[src/rtl/pe_lane_scatter_pkg.sv]
// Shared constants, FSM state type and counter-width helper for the pool_nl lane scatter block.
// Build option PE_SCATTER_BCAST_EN (see pe_lane_scatter.sv) adds single-beat broadcast.
package pe_lane_scatter_pkg;

  localparam int N_LANES_DEF = 32;  // one lane per PE
  localparam int WIDTH_DEF   = 16;  // bits per PE word

  typedef enum logic {
    FILL = 1'b0,
    HOLD = 1'b1
  } fsm_e;

  // The counter must also hold N_LANES itself, which is the stored count of a held full packet.
  function automatic int cnt_width(input int n_lanes);
    return $clog2(n_lanes + 1);
  endfunction

endpackage

[src/rtl/pe_lane_scatter_if.sv]
// Word-in / packed-vector-out handshake bundle for pe_lane_scatter.
// With PE_SCATTER_BCAST_EN defined the bundle also carries in_bcast.
interface pe_lane_scatter_if
  import pe_lane_scatter_pkg::*;
#(
  parameter int N_LANES = N_LANES_DEF,
  parameter int WIDTH   = WIDTH_DEF
);
  localparam int CNT_W = cnt_width(N_LANES);

  logic                     in_valid;
  logic                     in_ready;
  logic [WIDTH-1:0]         in_data;
  logic                     in_last;
`ifdef PE_SCATTER_BCAST_EN
  logic                     in_bcast;
`endif
  logic                     out_valid;
  logic                     out_ready;
  logic [N_LANES*WIDTH-1:0] out_data;
  logic [CNT_W-1:0]         out_count;

  modport master (
`ifdef PE_SCATTER_BCAST_EN
    output in_bcast,
`endif
    output in_valid, in_data, in_last, out_ready,
    input  in_ready, out_valid, out_data, out_count
  );

  modport slave (
`ifdef PE_SCATTER_BCAST_EN
    input  in_bcast,
`endif
    input  in_valid, in_data, in_last, out_ready,
    output in_ready, out_valid, out_data, out_count
  );

endinterface

[src/rtl/pe_lane_scatter.sv]
// Serial-to-parallel lane packer: N_LANES words per vector, short packets zero-padded.
// Define PE_SCATTER_BCAST_EN to add in_bcast (replicate one word to every lane at cnt==0).
module pe_lane_scatter
  import pe_lane_scatter_pkg::*;
#(
  parameter int N_LANES = N_LANES_DEF,
  parameter int WIDTH   = WIDTH_DEF
) (
  input  logic              clk,
  input  logic              rst_n,
  pe_lane_scatter_if.slave  bus
);
  localparam int CNT_W = cnt_width(N_LANES);
  localparam int VEC_W = N_LANES * WIDTH;

  fsm_e             state_q;
  logic [CNT_W-1:0] cnt_q;
  logic [VEC_W-1:0] asm_q;
  logic [VEC_W-1:0] asm_d;
  logic [VEC_W-1:0] out_data_q;
  logic [CNT_W-1:0] out_count_q;
  logic [CNT_W-1:0] close_count;
  logic             out_valid_q;
  logic             in_ready_q;
  logic             beat;
  logic             bcast_hit;
  logic             close;
  logic             slot_free;

`ifdef PE_SCATTER_BCAST_EN
  assign bcast_hit = bus.in_bcast && (cnt_q == '0);
`else
  assign bcast_hit = 1'b0;
`endif

  assign beat      = bus.in_valid && in_ready_q;
  assign slot_free = !out_valid_q || bus.out_ready;
  assign close     = beat && (bcast_hit || bus.in_last || (cnt_q == CNT_W'(N_LANES - 1)));

  // NOTE: every always_comb output gets a default first so no path can infer a latch.
  always_comb begin
    asm_d       = asm_q;
    close_count = cnt_q + 1'b1;
    if (bcast_hit) begin
      asm_d       = {N_LANES{bus.in_data}};
      close_count = CNT_W'(N_LANES);
    end else begin
      for (int i = 0; i < N_LANES; i++) begin
        if (cnt_q == CNT_W'(i)) asm_d[i*WIDTH +: WIDTH] = bus.in_data;
      end
    end
  end

  // NOTE: the assembly register is reset (not left as free RAM) because zero-padding of short
  // packets relies on unwritten lanes already being zero.
  always_ff @(posedge clk or negedge rst_n) begin
    if (!rst_n) begin
      state_q     <= FILL;
      cnt_q       <= '0;
      asm_q       <= '0;
      out_data_q  <= '0;
      out_count_q <= '0;
      out_valid_q <= 1'b0;
      in_ready_q  <= 1'b0;
    end else begin
      // NOTE: non-blocking assignments throughout, so every branch sees pre-edge values.
      case (state_q)
        FILL: begin
          in_ready_q <= 1'b1;
          if (bus.out_ready) out_valid_q <= 1'b0;
          if (close && slot_free) begin
            out_data_q  <= asm_d;
            out_count_q <= close_count;
            out_valid_q <= 1'b1;
            cnt_q       <= '0;
            asm_q       <= '0;
          end else if (close) begin
            // Slot still occupied: park the finished packet, cnt_q keeps its lane count.
            asm_q      <= asm_d;
            cnt_q      <= close_count;
            state_q    <= HOLD;
            in_ready_q <= 1'b0;
          end else if (beat) begin
            asm_q <= asm_d;
            cnt_q <= cnt_q + 1'b1;
          end
        end
        HOLD: begin
          if (bus.out_ready) begin
            out_data_q  <= asm_q;
            out_count_q <= cnt_q;
            cnt_q       <= '0;
            asm_q       <= '0;
            state_q     <= FILL;
            in_ready_q  <= 1'b1;
          end
        end
        default: state_q <= FILL;
      endcase
    end
  end

  assign bus.in_ready  = in_ready_q;
  assign bus.out_valid = out_valid_q;
  assign bus.out_data  = out_data_q;
  assign bus.out_count = out_count_q;

endmodule
[src/flat_wrapper.sv]
// flat-port wrapper written by rule: the top's interface ports become plain ports
module pe_lane_scatter_flat import pe_lane_scatter_pkg::*;
#(
  parameter int N_LANES = N_LANES_DEF,
  parameter int WIDTH   = WIDTH_DEF
)
  (clk, rst_n, bus_in_valid, bus_in_data, bus_in_last, bus_out_ready, bus_in_ready, bus_out_valid, bus_out_data, bus_out_count);
  pe_lane_scatter_if #(.N_LANES(N_LANES), .WIDTH(WIDTH)) bus_i ();
  input  logic clk;
  input  logic rst_n;
  input wire logic [$bits(bus_i.in_valid)-1:0] bus_in_valid;
  input wire logic [$bits(bus_i.in_data)-1:0] bus_in_data;
  input wire logic [$bits(bus_i.in_last)-1:0] bus_in_last;
  input wire logic [$bits(bus_i.out_ready)-1:0] bus_out_ready;
  output wire logic [$bits(bus_i.in_ready)-1:0] bus_in_ready;
  output wire logic [$bits(bus_i.out_valid)-1:0] bus_out_valid;
  output wire logic [$bits(bus_i.out_data)-1:0] bus_out_data;
  output wire logic [$bits(bus_i.out_count)-1:0] bus_out_count;
  assign bus_i.in_valid = bus_in_valid;
  assign bus_i.in_data = bus_in_data;
  assign bus_i.in_last = bus_in_last;
  assign bus_i.out_ready = bus_out_ready;
  assign bus_in_ready = bus_i.in_ready;
  assign bus_out_valid = bus_i.out_valid;
  assign bus_out_data = bus_i.out_data;
  assign bus_out_count = bus_i.out_count;
  pe_lane_scatter #(.N_LANES(N_LANES), .WIDTH(WIDTH)) u_core (.clk(clk), .rst_n(rst_n), .bus(bus_i));
endmodule
[config.mk]
export PLATFORM = sky130hd
export DESIGN_NAME = pe_lane_scatter_flat
export DESIGN_NICKNAME = d
export VERILOG_FILES = /design/src/rtl/pe_lane_scatter_pkg.sv /design/src/rtl/pe_lane_scatter_if.sv /design/src/rtl/pe_lane_scatter.sv /design/src/flat_wrapper.sv
export SDC_FILE = /design/constraint.sdc
export NUM_CORES = 2
export LEC_CHECK = 0
export ABC_AREA = 0
export CORE_MARGIN = 4
export CORE_UTILIZATION = 61
export DETAILED_ROUTE_END_ITERATION = 10
export GPL_ROUTABILITY_DRIVEN = 1
export GPL_TIMING_DRIVEN = 1
export PLACE_DENSITY = 0.87
export SETUP_SLACK_MARGIN = 0.4
export SLEW_MARGIN = 10
export SYNTH_ARGS = -nofsm -noshare
export SYNTH_HDL_FRONTEND = slang
export SYNTH_SLANG_ARGS = --single-unit
[constraint.sdc]
create_clock -name clk -period 4.6 [get_ports clk]
set_input_delay 1.15 -clock clk [delete_from_list [all_inputs] [get_ports clk]]
set_output_delay 1.15 -clock clk [all_outputs]
set_load 0.02 [all_outputs]
---- Word-level counts from Yosys, hierarchy flattened ----
Cells that the tools add are included.
cells by class
  shifts and indexed selects .............. 0
  divide/modulo/power cells ............... 0
  multiplexer cells ....................... 58
  eq/ne operators ......................... 34
  bitwise gates (word level) .............. 1
  add/sub/neg operators ................... 1
  reduce and logical (&&, ||, !) cells .... 11
  $mul .................................... 0
  order comparisons ....................... 0
operators by type and width
  kind                                                                      count
  512-bit two-way mux                                                       6
  512-bit case mux with 2 select lines                                      2
  16-bit two-way mux                                                        32
  6-bit by 5-bit equality test with 1-bit output (second input constant)    16
  6-bit by 4-bit equality test with 1-bit output (second input constant)    8
  6-bit two-way mux                                                         6
  6-bit by 3-bit equality test with 1-bit output (second input constant)    4
  6-bit case mux with 2 select lines                                        2
  6-bit by 2-bit equality test with 1-bit output (second input constant)    2
  1-bit two-way mux                                                         8
  6-bit by 1-bit adder with 6-bit output (second input constant)            1
  6-bit by 1-bit equality test with 1-bit output (second input constant)    1
  6-bit logical NOT                                                         1
  2-bit AND reduction                                                       3
  4-bit by 1-bit inequality test with 1-bit output (second input constant)  1
  1-bit case mux with 2 select lines                                        2
  1-bit logical AND                                                         3
  1-bit logical OR                                                          2
  2-bit by 1-bit inequality test with 1-bit output (second input constant)  1
  2-bit inequality test (second input constant)                             1
  2-bit nonzero test                                                        1
  1-bit logical NOT                                                         1
  1-bit NOT                                                                 1
word-level totals
  bits of input ports ..................... 21
  RAM bits ................................ 0
  register bits ........................... 1039
  memories ................................ 0
  output and inout bits ................... 520
  bits in read-only memories .............. 0
  latch bits .............................. 0

---- Longest topological paths before layout ----
  depth in word-level cells ............... 6
  mapped depth ............................ 10
  mapped depth without buffers ............ 6

---- Least setup slack after synthesis ----
OpenSTA, ideal clock, no wires.
  path kind ............................... input -> register
  from .................................... input bus_out_ready
  to ...................................... register u_core.out_data_q[316], in the netlist u_core.bus.out_data[316]
  path slack .............................. 1.718 ns
  buffers on the path ..................... 5
  data arrival time ....................... 2.757 ns
  data required time ...................... 4.475 ns
  stages .................................. 9
  path through ............................ nor2b_1 buf_2 or3_1 buf_2 a21oi_4 buf_6 buf_8 buf_8 mux2_2
on the way
  longest elaborated chain between the ends .. 4
  elaborated cells between the ends (all ways) .. 5
  classes of those cells .................. 2 x eq/ne; 3 x reduce/logical
RTL lines
  what                                                        line                   RTL
  from (decl)                                                 flat_wrapper.sv:14     input wire logic [$bits(bus_i.out_ready)-1:0] bus_out_ready;
  1-bit logical OR                                            pe_lane_scatter.sv:37  assign slot_free = !out_valid_q || bus.out_ready;
  1-bit logical AND                                           pe_lane_scatter.sv:71  if (close && slot_free) begin
  2-bit by 1-bit inequality test with 1-bit output (no line)  -
  2-bit AND reduction (no line) (*)                           -
  to (signal assigned)                                        pe_lane_scatter.sv:72  out_data_q <= asm_d;
  to (signal assigned)                                        pe_lane_scatter.sv:90  out_data_q <= asm_q;
  to (decl)                                                   pe_lane_scatter.sv:20  logic [VEC_W-1:0] out_data_q;
Mark *: on every way between the ends. The rest lies on a longest branch, timed or not.
A chain may end at the register's enable or synchronous reset.

---- Worst setup path after layout ----
  from .................................... register u_core.cnt_q[0]
  to ...................................... register u_core.out_data_q[381], in the netlist u_core.bus.out_data[381]
on the way
  longest elaborated chain between the ends .. 6
  elaborated cells between the ends (all ways) .. 10
  classes of those cells .................. 3 x eq/ne; 3 x mux; 4 x reduce/logical
RTL lines
  what                                                        line                   RTL
  from (decl)                                                 pe_lane_scatter.sv:17  logic [CNT_W-1:0] cnt_q;
  from (signal assigned)                                      pe_lane_scatter.sv:80  cnt_q <= close_count;
  from (signal assigned)                                      pe_lane_scatter.sv:85  cnt_q <= cnt_q + 1'b1;
  6-bit by 5-bit equality test with 1-bit output              pe_lane_scatter.sv:38  assign close = beat && (bcast_hit || bus.in_last || (cnt_q == CNT_W'(N_LANES - 1)));
  1-bit logical OR                                            pe_lane_scatter.sv:38
  1-bit logical AND                                           pe_lane_scatter.sv:38
  1-bit logical AND                                           pe_lane_scatter.sv:71
  2-bit by 1-bit inequality test with 1-bit output (no line)  -
  2-bit AND reduction (no line)                               -
Several ways; a longest one is shown, not always the timed one. The select of a mux whose other input is x is not followed.

==> metrics.md <==
| Metric | Value |
|---|---|
| Status | `completed` |
| Area grow syn2layout | `21.2%` |
| Top cell type's share of synthesized area | `a little under three fifths` |
| Main synth FF type | `dfrtp_1` |
| Largest net degree at the start of global routing | `115` |
| Ys async rst share | `100%` |
| Share of layout cells above drive strength 1 | `34.3%` |
| Hold Crit Class | `flop to flop` |
| Largest cells by area after synthesis | `dfrtp_1 56%, mux2_2 23%, a22o_1 6.1%` |
| Syn_nets | `about 3400` |
| Syn avg cell area | `13.8 sq um` |
| CTS tree | `yes` |
| Initial Util | `61.8%` |
| CTS Hold Bufs | `0` |
| Synthesis-stage register bit count | `1039` |
| Fin. Hold Viols | `0` |
| Sum of negative setup slack | `0 ns` |
| First-pass GRT wire length | `~210000 microns` |
| Post-Synthesis Cells | `3360` |
| Worst path required time | `between 5 and 6 ns` |
| Setup bufs post-CTS | `0` |
| Worst path arrival time | `4.23 ns` |
| N_diodes | `0` |
| Final wirelength | `about 140000 microns` |
| IO Port Bufs | `540` |
| HPWL Detailed | `roughly 87000 microns` |
| Worst reg-to-reg path cell count | `5` |
| Crit-path max cell delay | `0.98 ns` |
| VDD IR-drop max | `just over 0.0003 V` |
| Initial antenna violation count | `0` |
| Fmax | `~270 MHz` |
| Die area | `80200 sq um` |
| Sequential share of the synthesized area | `56.3%` |
| Layout fillers | `roughly 4500` |
| Max clock buf depth | `3` |
| Row count | `100` |
| Die Width | `283 microns` |
| H-tree Lvls | `3` |
| Placer Congestion | `0.865` |
| Antenna-violating nets left | `0` |
| Cell variety after synth | `65` |
| CTS root buf | `clkbuf_16` |
| Mapped cell area | `around 46000 sq um` |
| Drt first-iter violations | `roughly 3300` |
| RSZ-0062 raised after global routing | `no` |
| Max-slew headroom | `13.6%` |
| Crit-path slowest cell | `and3b_1` |
| Number of synthesized flops with an enable pin | `0` |
| Net count, final | `3822` |
| WS Path Type | `flop to flop` |
| All-Layer GR Usage | `33.8%` |
| Core area | `~75000 sq um` |
| Wire per inst | `28.6 microns` |
| CTS clk-pin slew, worst paths | `roughly 0.060 ns` |
| Synth warn | `0` |
| Die H | `283 microns` |
| Vias | `32300` |
| Resize count post-CTS | `0` |
| Crit share post-route | `79.9%` |
| Leak | `0.0266 uW` |
| Top Ports | `541` |
| Slew @ Worst Pin | `1.29 ns` |
| Worst-Skew Late Latency | `between 0.6 and 0.7 ns` |
| Vias per inst | `6.66` |
| Startpoint Class | `flop` |
| CTS buffer count | `105` |
| Critical path, cell by cell | `ha_1 > and3b_1 > nand2_1 > mux2_2 > mux2_1` |
| Pins Over Slew Limit | `0` |
| P per Cell Area | `about 390 nW/um^2` |
| Top-count cell post-synth | `dfrtp_1` |
| Drt drc | `0` |
| Fin crit period | `3.68 ns` |
| Vias in the first global route | `~34000` |
| Synth area leader | `dfrtp_1` |
| Clock sink total | `slightly above 1000` |
| Commonest cells post-synth | `1039 x dfrtp_1, 937 x mux2_2, 320 x a22o_1, 167 x clkbuf_1, 135 x nand2_1` |
| Drt pass-1 iters | `6` |
| Cells on Worst Hold Path | `1` |
| CP Capture Type | `flop` |
| Clk_skew | `0.0337 ns` |
| Maximum fanout along the worst path | `19` |
| Max-cap viol count | `0` |
| Gr ovfl total | `0` |
| PnR Total Power | `between 20000 and 25000 uW` |
| Count of final setup violators | `0` |
## registers in the layout, indices dropped and copies added (netlist names)
register and flops:
u_core.bus.out_valid 1, u_core.state_q 1, u_core.bus.in_ready 1, u_core.bus.out_data 512, u_core.asm_q 512, u_core.cnt_q 6, u_core.bus.out_count 6
## area by class of cell
class                      count  area, sq um  area share, %
timing repair buffer         656         6420           11.5
clock buffer                 144         2980           5.33
sequential                  1039        26000           46.4
tap                          969         1210           2.16
multi-input combinational   1954        18600           33.2
inverter                      41          154          0.275
clock inverter                54          646           1.15
## report_power, final
part	internal (uW)	switching, uW
Sequential	9470	271
Clock	5230	3720
Combinational	1170	1760
## layer usage
metal  GRT usage, %  vias up  share of wire, %
met3           6.54      419               7.8
met4           18.2        0               5.9
met5              0        -                 0
met1           44.0    16800                38
li1               -    13300                 -
met2           54.0     1784                48
## critical path, delay by kind of cell, from the launching register on
family	cells	cell delay, ns
AND/OR/NAND/NOR	2	1.80
multiplexers	2	0.85
adder cells (fa/ha/maj)	1	0.42
flip-flops	1	0.49
## cell families after synthesis
logic type,share of synthesized area [%]
XOR/XNOR,0.0948
multiplexers,25.2
buffers and inverters,3.81
adder cells (fa/ha/maj),0.108
flip-flops,56.3
AND/OR/NAND/NOR,2.93
AO/OA/AOI/OAI,11.6
## path summary, 6_finish.rpt
check | endpoint | start | slack (ns)
max | u_core.bus.out_data[381] | u_core.cnt_q[0] | 0.92
min | u_core.bus.out_data[237] | u_core.bus.out_data[237] | 0.48
max reg2reg | u_core.bus.out_data[381] | u_core.cnt_q[0] | 0.92
min reg2reg | u_core.bus.out_data[237] | u_core.bus.out_data[237] | 0.48
max in group asynchronous | u_core.asm_q[235] | rst_n | 2.76
min in group asynchronous | u_core.bus.out_data[313] | rst_n | 0.53
## cell usage in the layout, fill, tap and decap left out, types with 21 or more instances in the layout
cell             count
a22o_1             320
a32o_1              32
a32oi_1             80
buf_4              101
clkbuf_16          105
clkbuf_8            21
clkdlybuf4s50_1    523
clkinv_2            28
dfrtp_1           1039
inv_1               40
mux2_1              87
mux2_2             937
nand2_1            135
nor2_1              29
o21ai_0             89
o22ai_1             33
o2bb2ai_1           48
## stage by stage
step / instances / setup slack [ns] / util [%] / cell area [sq um] / hold slack, ns
after floorplan: 3360 / 1.72 / - / 46200 / 0.451
after detailed placement: 4659 / 0.485 / 70.0 / 52400 / 0.468
after CTS: 4857 / 1.05 / 74.8 / 56000 / 0.487
final: 4857 / 0.923 / 74.9 / 56000 / 0.484
after global routing: 4857 / 0.896 / 74.9 / 56000 / 0.496
after global placement: 4659 / 0.632 / 70.0 / 52400 / 0.466
Power figures use the tool's default switching activity.
